## src/rtl/fwd_net.sv

```systemverilog
// fwd_net: operand-forwarding network with a per-lane result history of DEPTH stages.
// Optional hit/miss statistics are built when the macro FWD_HIT_CNT_EN is defined.
module fwd_net #(
    parameter int NUM_LANES = 2,
    parameter int NUM_SRC   = 4,
    parameter int XLEN      = 32,
    parameter int TAG_W     = 6,
    parameter int DEPTH     = 3,
    parameter int ZERO_TAG  = 1,
    localparam int SW       = $clog2(DEPTH + 1)
) (
    input  logic                       clk,
    input  logic                       rst,
    input  logic                       flush,
    input  logic [NUM_LANES-1:0]       res_vld,
    input  logic [NUM_LANES*TAG_W-1:0] res_tag,
    input  logic [NUM_LANES*XLEN-1:0]  res_data,
    input  logic [NUM_SRC-1:0]         src_vld,
    input  logic [NUM_SRC*TAG_W-1:0]   src_tag,
    input  logic [NUM_SRC*XLEN-1:0]    rf_data,
    output logic [NUM_SRC*XLEN-1:0]    op_data,
    output logic [NUM_SRC-1:0]         op_hit,
    output logic [NUM_SRC*SW-1:0]      op_stage,
    output logic                       dup_tag_err
`ifdef FWD_HIT_CNT_EN
    ,
    output logic [DEPTH*32-1:0]        hit_cnt,
    output logic [31:0]                miss_cnt
`endif
);

    logic             live_vld_s [NUM_LANES];
    logic             stg_vld_s  [DEPTH][NUM_LANES];
    logic [TAG_W-1:0] stg_tag_s  [DEPTH][NUM_LANES];
    logic [XLEN-1:0]  stg_data_s [DEPTH][NUM_LANES];
    logic             sel_hit_s;
    logic [XLEN-1:0]  sel_data_s;
    logic [SW-1:0]    sel_stage_s;
    logic             match_s;
    logic [TAG_W-1:0] tag_s;
    logic             dup_s;
    logic             dup_tag_err_r;

    // Live-bus qualification: an x0 result is neither forwarded nor captured.
    always_comb begin
        for (int l = 0; l < NUM_LANES; l++) begin
            live_vld_s[l] = res_vld[l] &&
                !((ZERO_TAG != 0) && (res_tag[l*TAG_W +: TAG_W] == {TAG_W{1'b0}}));
        end
    end

    generate
        if (DEPTH > 1) begin : g_hist
            logic             hist_vld_r  [1:DEPTH-1][NUM_LANES];
            logic [TAG_W-1:0] hist_tag_r  [1:DEPTH-1][NUM_LANES];
            logic [XLEN-1:0]  hist_data_r [1:DEPTH-1][NUM_LANES];

            // Unconditional history shift; reset and flush only drop the valid bits.
            always_ff @(posedge clk) begin
                for (int s = 1; s < DEPTH; s++) begin
                    for (int l = 0; l < NUM_LANES; l++) begin
                        if (rst || flush) begin
                            hist_vld_r[s][l] <= 1'b0;
                        end else begin
                            hist_vld_r[s][l] <= stg_vld_s[s-1][l];
                        end
                        hist_tag_r[s][l]  <= stg_tag_s[s-1][l];
                        hist_data_r[s][l] <= stg_data_s[s-1][l];
                    end
                end
            end

            // Candidate view: stage 0 is the live bus, older stages come from history.
            always_comb begin
                for (int l = 0; l < NUM_LANES; l++) begin
                    stg_vld_s[0][l]  = live_vld_s[l];
                    stg_tag_s[0][l]  = res_tag[l*TAG_W +: TAG_W];
                    stg_data_s[0][l] = res_data[l*XLEN +: XLEN];
                    for (int s = 1; s < DEPTH; s++) begin
                        stg_vld_s[s][l]  = hist_vld_r[s][l];
                        stg_tag_s[s][l]  = hist_tag_r[s][l];
                        stg_data_s[s][l] = hist_data_r[s][l];
                    end
                end
            end
        end else begin : g_nohist
            // Candidate view with only the live stage-0 bypass.
            always_comb begin
                for (int l = 0; l < NUM_LANES; l++) begin
                    stg_vld_s[0][l]  = live_vld_s[l];
                    stg_tag_s[0][l]  = res_tag[l*TAG_W +: TAG_W];
                    stg_data_s[0][l] = res_data[l*XLEN +: XLEN];
                end
            end
        end
    endgenerate

    // Operand select: scanning oldest-to-youngest so the youngest, lowest-lane match is left standing.
    always_comb begin
        sel_hit_s   = 1'b0;
        sel_data_s  = {XLEN{1'b0}};
        sel_stage_s = {SW{1'b0}};
        match_s     = 1'b0;
        tag_s       = {TAG_W{1'b0}};
        for (int p = 0; p < NUM_SRC; p++) begin
            tag_s       = src_tag[p*TAG_W +: TAG_W];
            sel_hit_s   = 1'b0;
            sel_data_s  = {XLEN{1'b0}};
            sel_stage_s = {SW{1'b0}};
            for (int s = DEPTH - 1; s >= 0; s--) begin
                for (int l = NUM_LANES - 1; l >= 0; l--) begin
                    match_s     = stg_vld_s[s][l] && (stg_tag_s[s][l] == tag_s);
                    sel_hit_s   = match_s ? 1'b1 : sel_hit_s;
                    sel_data_s  = match_s ? stg_data_s[s][l] : sel_data_s;
                    sel_stage_s = match_s ? SW'(s + 1) : sel_stage_s;
                end
            end
            if (!src_vld[p]) begin
                op_data[p*XLEN +: XLEN] = rf_data[p*XLEN +: XLEN];
                op_hit[p]               = 1'b0;
                op_stage[p*SW +: SW]    = {SW{1'b0}};
            end else if ((ZERO_TAG != 0) && (tag_s == {TAG_W{1'b0}})) begin
                op_data[p*XLEN +: XLEN] = {XLEN{1'b0}};
                op_hit[p]               = 1'b0;
                op_stage[p*SW +: SW]    = {SW{1'b0}};
            end else if (sel_hit_s) begin
                op_data[p*XLEN +: XLEN] = sel_data_s;
                op_hit[p]               = 1'b1;
                op_stage[p*SW +: SW]    = sel_stage_s;
            end else begin
                op_data[p*XLEN +: XLEN] = rf_data[p*XLEN +: XLEN];
                op_hit[p]               = 1'b0;
                op_stage[p*SW +: SW]    = {SW{1'b0}};
            end
        end
    end

    // Duplicate-tag detect across every lane pair on the live bus.
    always_comb begin
        dup_s = 1'b0;
        for (int i = 0; i < NUM_LANES; i++) begin
            for (int j = i + 1; j < NUM_LANES; j++) begin
                dup_s = dup_s | (res_vld[i] & res_vld[j] &
                        (res_tag[i*TAG_W +: TAG_W] == res_tag[j*TAG_W +: TAG_W]) &
                        (res_tag[i*TAG_W +: TAG_W] != {TAG_W{1'b0}}));
            end
        end
    end

    // Sticky duplicate-tag error flag.
    always_ff @(posedge clk) begin
        if (rst || flush) begin
            dup_tag_err_r <= 1'b0;
        end else if (dup_s) begin
            dup_tag_err_r <= 1'b1;
        end else begin
            dup_tag_err_r <= dup_tag_err_r;
        end
    end

    assign dup_tag_err = dup_tag_err_r;

`ifdef FWD_HIT_CNT_EN
    logic [DEPTH-1:0][31:0] hit_cnt_r;
    logic [31:0]            miss_cnt_r;
    logic [31:0]            hit_inc_s [DEPTH];
    logic [31:0]            miss_inc_s;
    logic                   counted_s;

    function automatic logic [31:0] sat_add(input logic [31:0] a, input logic [31:0] b);
        logic [32:0] sum;
        sum = {1'b0, a} + {1'b0, b};
        return sum[32] ? 32'hFFFF_FFFF : sum[31:0];
    endfunction

    // Per-cycle increments summed over all lookup ports with a non-zero tag.
    always_comb begin
        miss_inc_s = 32'd0;
        counted_s  = 1'b0;
        for (int s = 0; s < DEPTH; s++) begin
            hit_inc_s[s] = 32'd0;
        end
        for (int p = 0; p < NUM_SRC; p++) begin
            counted_s  = src_vld[p] && (src_tag[p*TAG_W +: TAG_W] != {TAG_W{1'b0}});
            miss_inc_s = miss_inc_s + ((counted_s && !op_hit[p]) ? 32'd1 : 32'd0);
            for (int s = 0; s < DEPTH; s++) begin
                hit_inc_s[s] = hit_inc_s[s] +
                    ((counted_s && op_hit[p] && (op_stage[p*SW +: SW] == SW'(s + 1))) ? 32'd1 : 32'd0);
            end
        end
    end

    // Saturating statistics counters; flush deliberately leaves them alone.
    always_ff @(posedge clk) begin
        if (rst) begin
            hit_cnt_r  <= {(DEPTH*32){1'b0}};
            miss_cnt_r <= 32'd0;
        end else begin
            for (int s = 0; s < DEPTH; s++) begin
                hit_cnt_r[s] <= sat_add(hit_cnt_r[s], hit_inc_s[s]);
            end
            miss_cnt_r <= sat_add(miss_cnt_r, miss_inc_s);
        end
    end

    assign hit_cnt  = hit_cnt_r;
    assign miss_cnt = miss_cnt_r;
`endif

endmodule

```

## config.mk

```make
export PLATFORM = sky130hd
export DESIGN_NAME = fwd_net
export DESIGN_NICKNAME = d
export VERILOG_FILES = /design/src/rtl/fwd_net.sv
export SDC_FILE = /design/constraint.sdc
export NUM_CORES = 1
export LEC_CHECK = 0
export ABC_AREA = 1
export BUFFER_PORTS_ARGS = -buffer_cell sky130_fd_sc_hd__buf_2
export CELL_PAD_IN_SITES_DETAIL_PLACEMENT = 1
export CELL_PAD_IN_SITES_GLOBAL_PLACEMENT = 2
export CORE_AREA = 2 2 271 273
export DETAILED_ROUTE_END_ITERATION = 10
export DIE_AREA = 0 0 273 275
export HOLD_SLACK_MARGIN = 0.03
export PLACE_DENSITY = 0.79
export SLEW_MARGIN = 0
export SYNTH_ARGS = -nofsm -noshare
export SYNTH_HDL_FRONTEND = slang
export SYNTH_SLANG_ARGS = --single-unit
```

## constraint.sdc

```tcl
create_clock -name clk -period 3.5 [get_ports clk]
set_clock_uncertainty 0.15 [all_clocks]
set_input_delay 0.525 -clock clk [delete_from_list [all_inputs] [get_ports clk]]
set_output_delay 0.525 -clock clk [all_outputs]
set_load 0.02 [all_outputs]
```

-- Word-level counts from Yosys, hierarchy flattened
Memories as Yosys holds them, arrays and structs flattened.
Cells that the tools add are included.
- register bits after elaboration: 1
- latch bits: 0
- bits in writable memories: 156
- ROM bits: 0
- bits of input ports: 237
- output and inout port bits: 141
- logic and storage cells: 187
- memories kept: 3
- memories (name ; depth ; width ; rd ports ; clocked after memory_dff ; write ports ; line ; text):
    g_hist.hist_data_r ; 2 ; 64 ; 2 ; 0 ; 2 ; 56 ; logic [XLEN-1:0] hist_data_r [1:DEPTH-1][NUM_LANES];
    g_hist.hist_tag_r ; 2 ; 12 ; 2 ; 0 ; 2 ; 55 ; logic [TAG_W-1:0] hist_tag_r [1:DEPTH-1][NUM_LANES];
    g_hist.hist_vld_r ; 2 ; 2 ; 2 ; 0 ; 2 ; 54 ; logic hist_vld_r [1:DEPTH-1][NUM_LANES];
- $add $sub $neg: 0
- multiply operators: 0
- div/mod/pow operators: 0
- $lt $le $gt $ge: 0
- eq/ne operators: 25
- shift operators: 0
- muxes and demuxes: 115
- bitwise operators: 7
- reductions and logical operators: 36
- operators with widths (operator ; number):
    32-bit two-way mux ; 36
    6-bit == test ; 25
    2-bit two-way mux ; 36
    1-bit two-way mux ; 43
    6-bit zero test ; 6
    1-bit logical AND ; 26
    6-bit nonzero test ; 1
    1-bit bitwise OR ; 4
    1-bit bitwise AND ; 3
    1-bit zero test ; 2
    1-bit logical OR ; 1

-- Depth between registers and ports, before layout
An unclocked memory read counts as a cell.
- depth after elaboration: 12
- gate-level depth with buffers: 18

-- Least setup slack after synthesis
OpenSTA, ideal clock, no wires.
- path kind: input to output
- start: in src_tag[20]
- end: out op_stage[6]
- data arrival time: 2.120 ns
- data required time: 2.825 ns
- setup slack: 0.705 ns
- cell stages on the path: 14
- buffers on the path: 2
- path through: buf_2 inv_1 nand2_1 nand2_1 nor2_1 nand2_1 nor2_2 nor2_1 nand2_2 nor2_4 nor2_4 inv_2 buf_4 nor2_1
- longest elaborated chain between the ends: 11
- elaborated cells between the ends (all ways): 28
- RTL lines (element ; line ; text):
    start: declaration ; 19 ; input logic [NUM_SRC*TAG_W-1:0] src_tag,
    6-bit == test ; 112 ; match_s = stg_vld_s[s][l] && (stg_tag_s[s][l] == tag_s);
    1-bit logical AND ; 112 ;
    2-bit two-way mux or 1-bit two-way mux (tied branches) (6 in series) ; 115, 113 ;
    2-bit two-way mux ; 126 ; end else if (sel_hit_s) begin
    2-bit two-way mux (*) ; 122 ; end else if ((ZERO_TAG != 0) && (tag_s == {TAG_W{1'b0}})) begin
    2-bit two-way mux (*) ; 118 ; if (!src_vld[p]) begin
    end: declaration ; 23 ; output logic [NUM_SRC*SW-1:0] op_stage,
Every way passes the cells marked *; elsewhere a longest branch is shown, timed or not.

==> run metrics <==
part of the power in combinational logic 32.8%; initial DRC count 2133; Worst Path Arrival 2820 ps; largest net degree at the start of global routing 50; sequential power share 33.4%; clk sinks 157; Slew Viols, Final 0; Power Dens Cells 236.5 nW/um2; cells after synthesis 3661; grt total ovfl 0; Port Buffer Count 377; final net count 4366; NetSw 2.342 mW; RSZ-0062 raised after global routing yes; Worst path most repeated cell nand2_1; Power, Total 5.884 mW; Synth warnings 0; Post-Synth Simple-Gate Area 56.59%; ys flop type dfxtp_1; drc violations 0; fmax 286.0 MHz; first-pass GRT wire length 163000 um; Die H 275 um; die area 75080 um2; hold_ws 70.41 ps; CTS Buffer Depth 2; most frequent cells in the layout 1796 x nand2_1, 357 x inv_1, 352 x buf_2; clock power share 33.8%; drt first pass iters 5; Setup crit end kind primary output; largest fanout on the critical path 7; Max VDD drop 393.0 uV; minimum clock period after layout 3496 ps; row cnt 99; multiplexer share of the synthesized area 0%; Initial Util 24.78%; status completed; Async SR Flop Fraction 0%; Total Wirelength 116800 um; total core area 72340 um2; hold crit path type in2reg; Fin. Hold Viols 0; adder-cell share of the synthesized area 0%; routed via count 25790; GRT Resource Usage Total 29.08%; Die X 273 um; compound-gate portion of the synthesized area 9.885%; hpwl dp 81430 um; initial antenna violation count 4; CP peak stage delay 360 ps; worst path cell trace buf_4, nand2_1, nand4_1, nor2_2, nand4_4, buf_12, clkinvlp_4, buf_4, buf_8, nand2_1, nand3_1, nand2_1, nand2_1, nand2_1, nand2_1, nand2_1, buf_2; H-tree levels 4; crit-path leading delay family simple AND/OR/NAND/NOR gates; Max-Cap Viols 0; wire per inst 22.89 um; CP required 2820 ps; Seq/Total Area, Yosys 17.54%; CTS tree yes; Placed Area 22040 um2; highest-delay cell along the critical path dfxtp_4; largest family of logic cells by synthesized area simple AND/OR/NAND/NOR gates; Crit path buffers/inverters 6; kind of critical path reg2out; Final Instance Area 24880 um2; IO Pins 378; P_leak 14.09 nW; CTS Root Cell clkbuf_16; Least-Margin Pin Slew 580.5 ps; switching share of total power 39.80%; Yosys reg bits 157; Syn Area/Cell 4.896 um2; syn nets 3898; post-DR vias/cell 5.055; count of cell types in the netlist 39; synthesized area 17920 um2; final setup fails 0; Worst slew margin 60.94%; routability congestion estimate from global placement 0.9459; clk_lat worst skew 520 ps; clock-pin slew on the worst setup and hold paths 60 ps; type of origin of the critical path flop; commonest non-fill, non-tap cell in the layout nand2_1; share of cells above drive strength 1 20.26%; Detail Route Antenna Nets 0; P_int 3.542 mW; P&R area growth vs syn 38.82%; cts bufs inserted 17; EDFF count, synth 0; vias in the first global route 25360; xor/xnor share of the synthesized area 1.661%; crit share post-route 99.89%
==> final cells by class <==
class                      count  area [um2]
tap                          959        1200
multi-input combinational   2869       12660
clock buffer                  17       425.4
sequential                   157        3227
fill                        9953       47460
inverter                     401        1533
clock inverter                15       151.4
antenna                        1       2.502
timing repair buffer         683        5679
==> sequential cells by signal, indices dropped and copies added, names as in the netlist <==
signal	count
g_hist.hist_tag_r	24
g_hist.hist_vld_r	4
g_hist.hist_data_r	128
dup_tag_err	1
==> power groups by stage <==
| stage | logic (mW) | clock network (mW) | registers (mW) |
|---|---|---|---|
| global placement | 1.71 | 0 | 2.01 |
| CTS | 1.81 | 2.03 | 1.97 |
| detailed placement | 1.72 | 0 | 2.01 |
| global route | 2.08 | 2.08 | 1.97 |
| floorplan | 0.924 | 0 | 1.97 |
| finish | 1.93 | 1.99 | 1.96 |
==> repair_timing <==
item                                    4_1_cts  5_1_grt
hold endpoints to repair                     60        0
gates resized for setup                      60      158
pin swaps                                     9       32
cloned                                        2       21
endpoints found under the setup margin      133      130
buffers inserted                              7       39
hold buffers                                 60        0
==> path summary, 6_finish.rpt <==
check / startpoint / end / slack (ps) / cells past startpoint
min: res_tag[11] / g_hist.hist_tag_r[1][5] / 70 / 1
min reg2reg: g_hist.hist_data_r[1][4] / g_hist.hist_data_r[2][4] / 200 / 0
max reg2reg: g_hist.hist_vld_r[1][1] / g_hist.hist_vld_r[2][1] / 2680 / 2
max: g_hist.hist_tag_r[1][1] / op_data[94] / 4 / 17
==> cell families after synthesis <==
family / count (synthesis)
XOR/XNOR: 34
buffers and inverters: 635
AO/OA/AOI/OAI: 348
flip-flops: 157
AND/OR/NAND/NOR: 2487
==> per-stage QoR <==
| step | utilization, % | setup slack (ps) | cells | TNS [ps] |
|---|---|---|---|---|
| 2_1_floorplan | - | 704.8 | 3661 | 0 |
| 3_3_place_gp | 30.47 | -133.8 | 4942 | -1776 |
| 3_5_place_dp | 30.47 | -160.6 | 4942 | -2182 |
| 4_1_cts | 32.53 | -6.075 | 5043 | -6.075 |
| 5_1_grt | 34.40 | -61.10 | 5102 | -1118 |
| 6_report | 34.40 | 3.729 | 5102 | 0 |
==> per-layer routing <==
layer | wire length, um | global-route usage [%] | part of all wire (%)
met5 | 21 | 0 | 0.018
met4 | 4999 | 12.44 | 4.3
met2 | 54720 | 49.34 | 47
met3 | 7197 | 4.024 | 6.2
met1 | 49840 | 36.80 | 43
==> cell usage after synthesis, types with 4 or more instances <==
cell type	number	area, um2
buf_2	111	555.5
buf_1	9	33.78
inv_1	372	1396
dfxtp_1	157	3143
nand4_1	82	513.0
nor3_1	9	45.04
buf_4	5	37.54
o22ai_1	9	56.30
a21oi_1	60	300.3
o21ai_1	34	170.2
nor2_2	12	75.07
nor2_1	252	945.9
nand3_1	276	1381
clkbuf_1	103	386.6
xor2_1	27	236.5
o21ai_0	239	1196
nor3_2	6	60.06
inv_2	29	108.9
xnor2_1	7	61.31
nand2_2	9	56.30
nand2_1	1818	6824
nor4_1	4	25.02
Note: power is estimated with default switching activity, not from simulation.
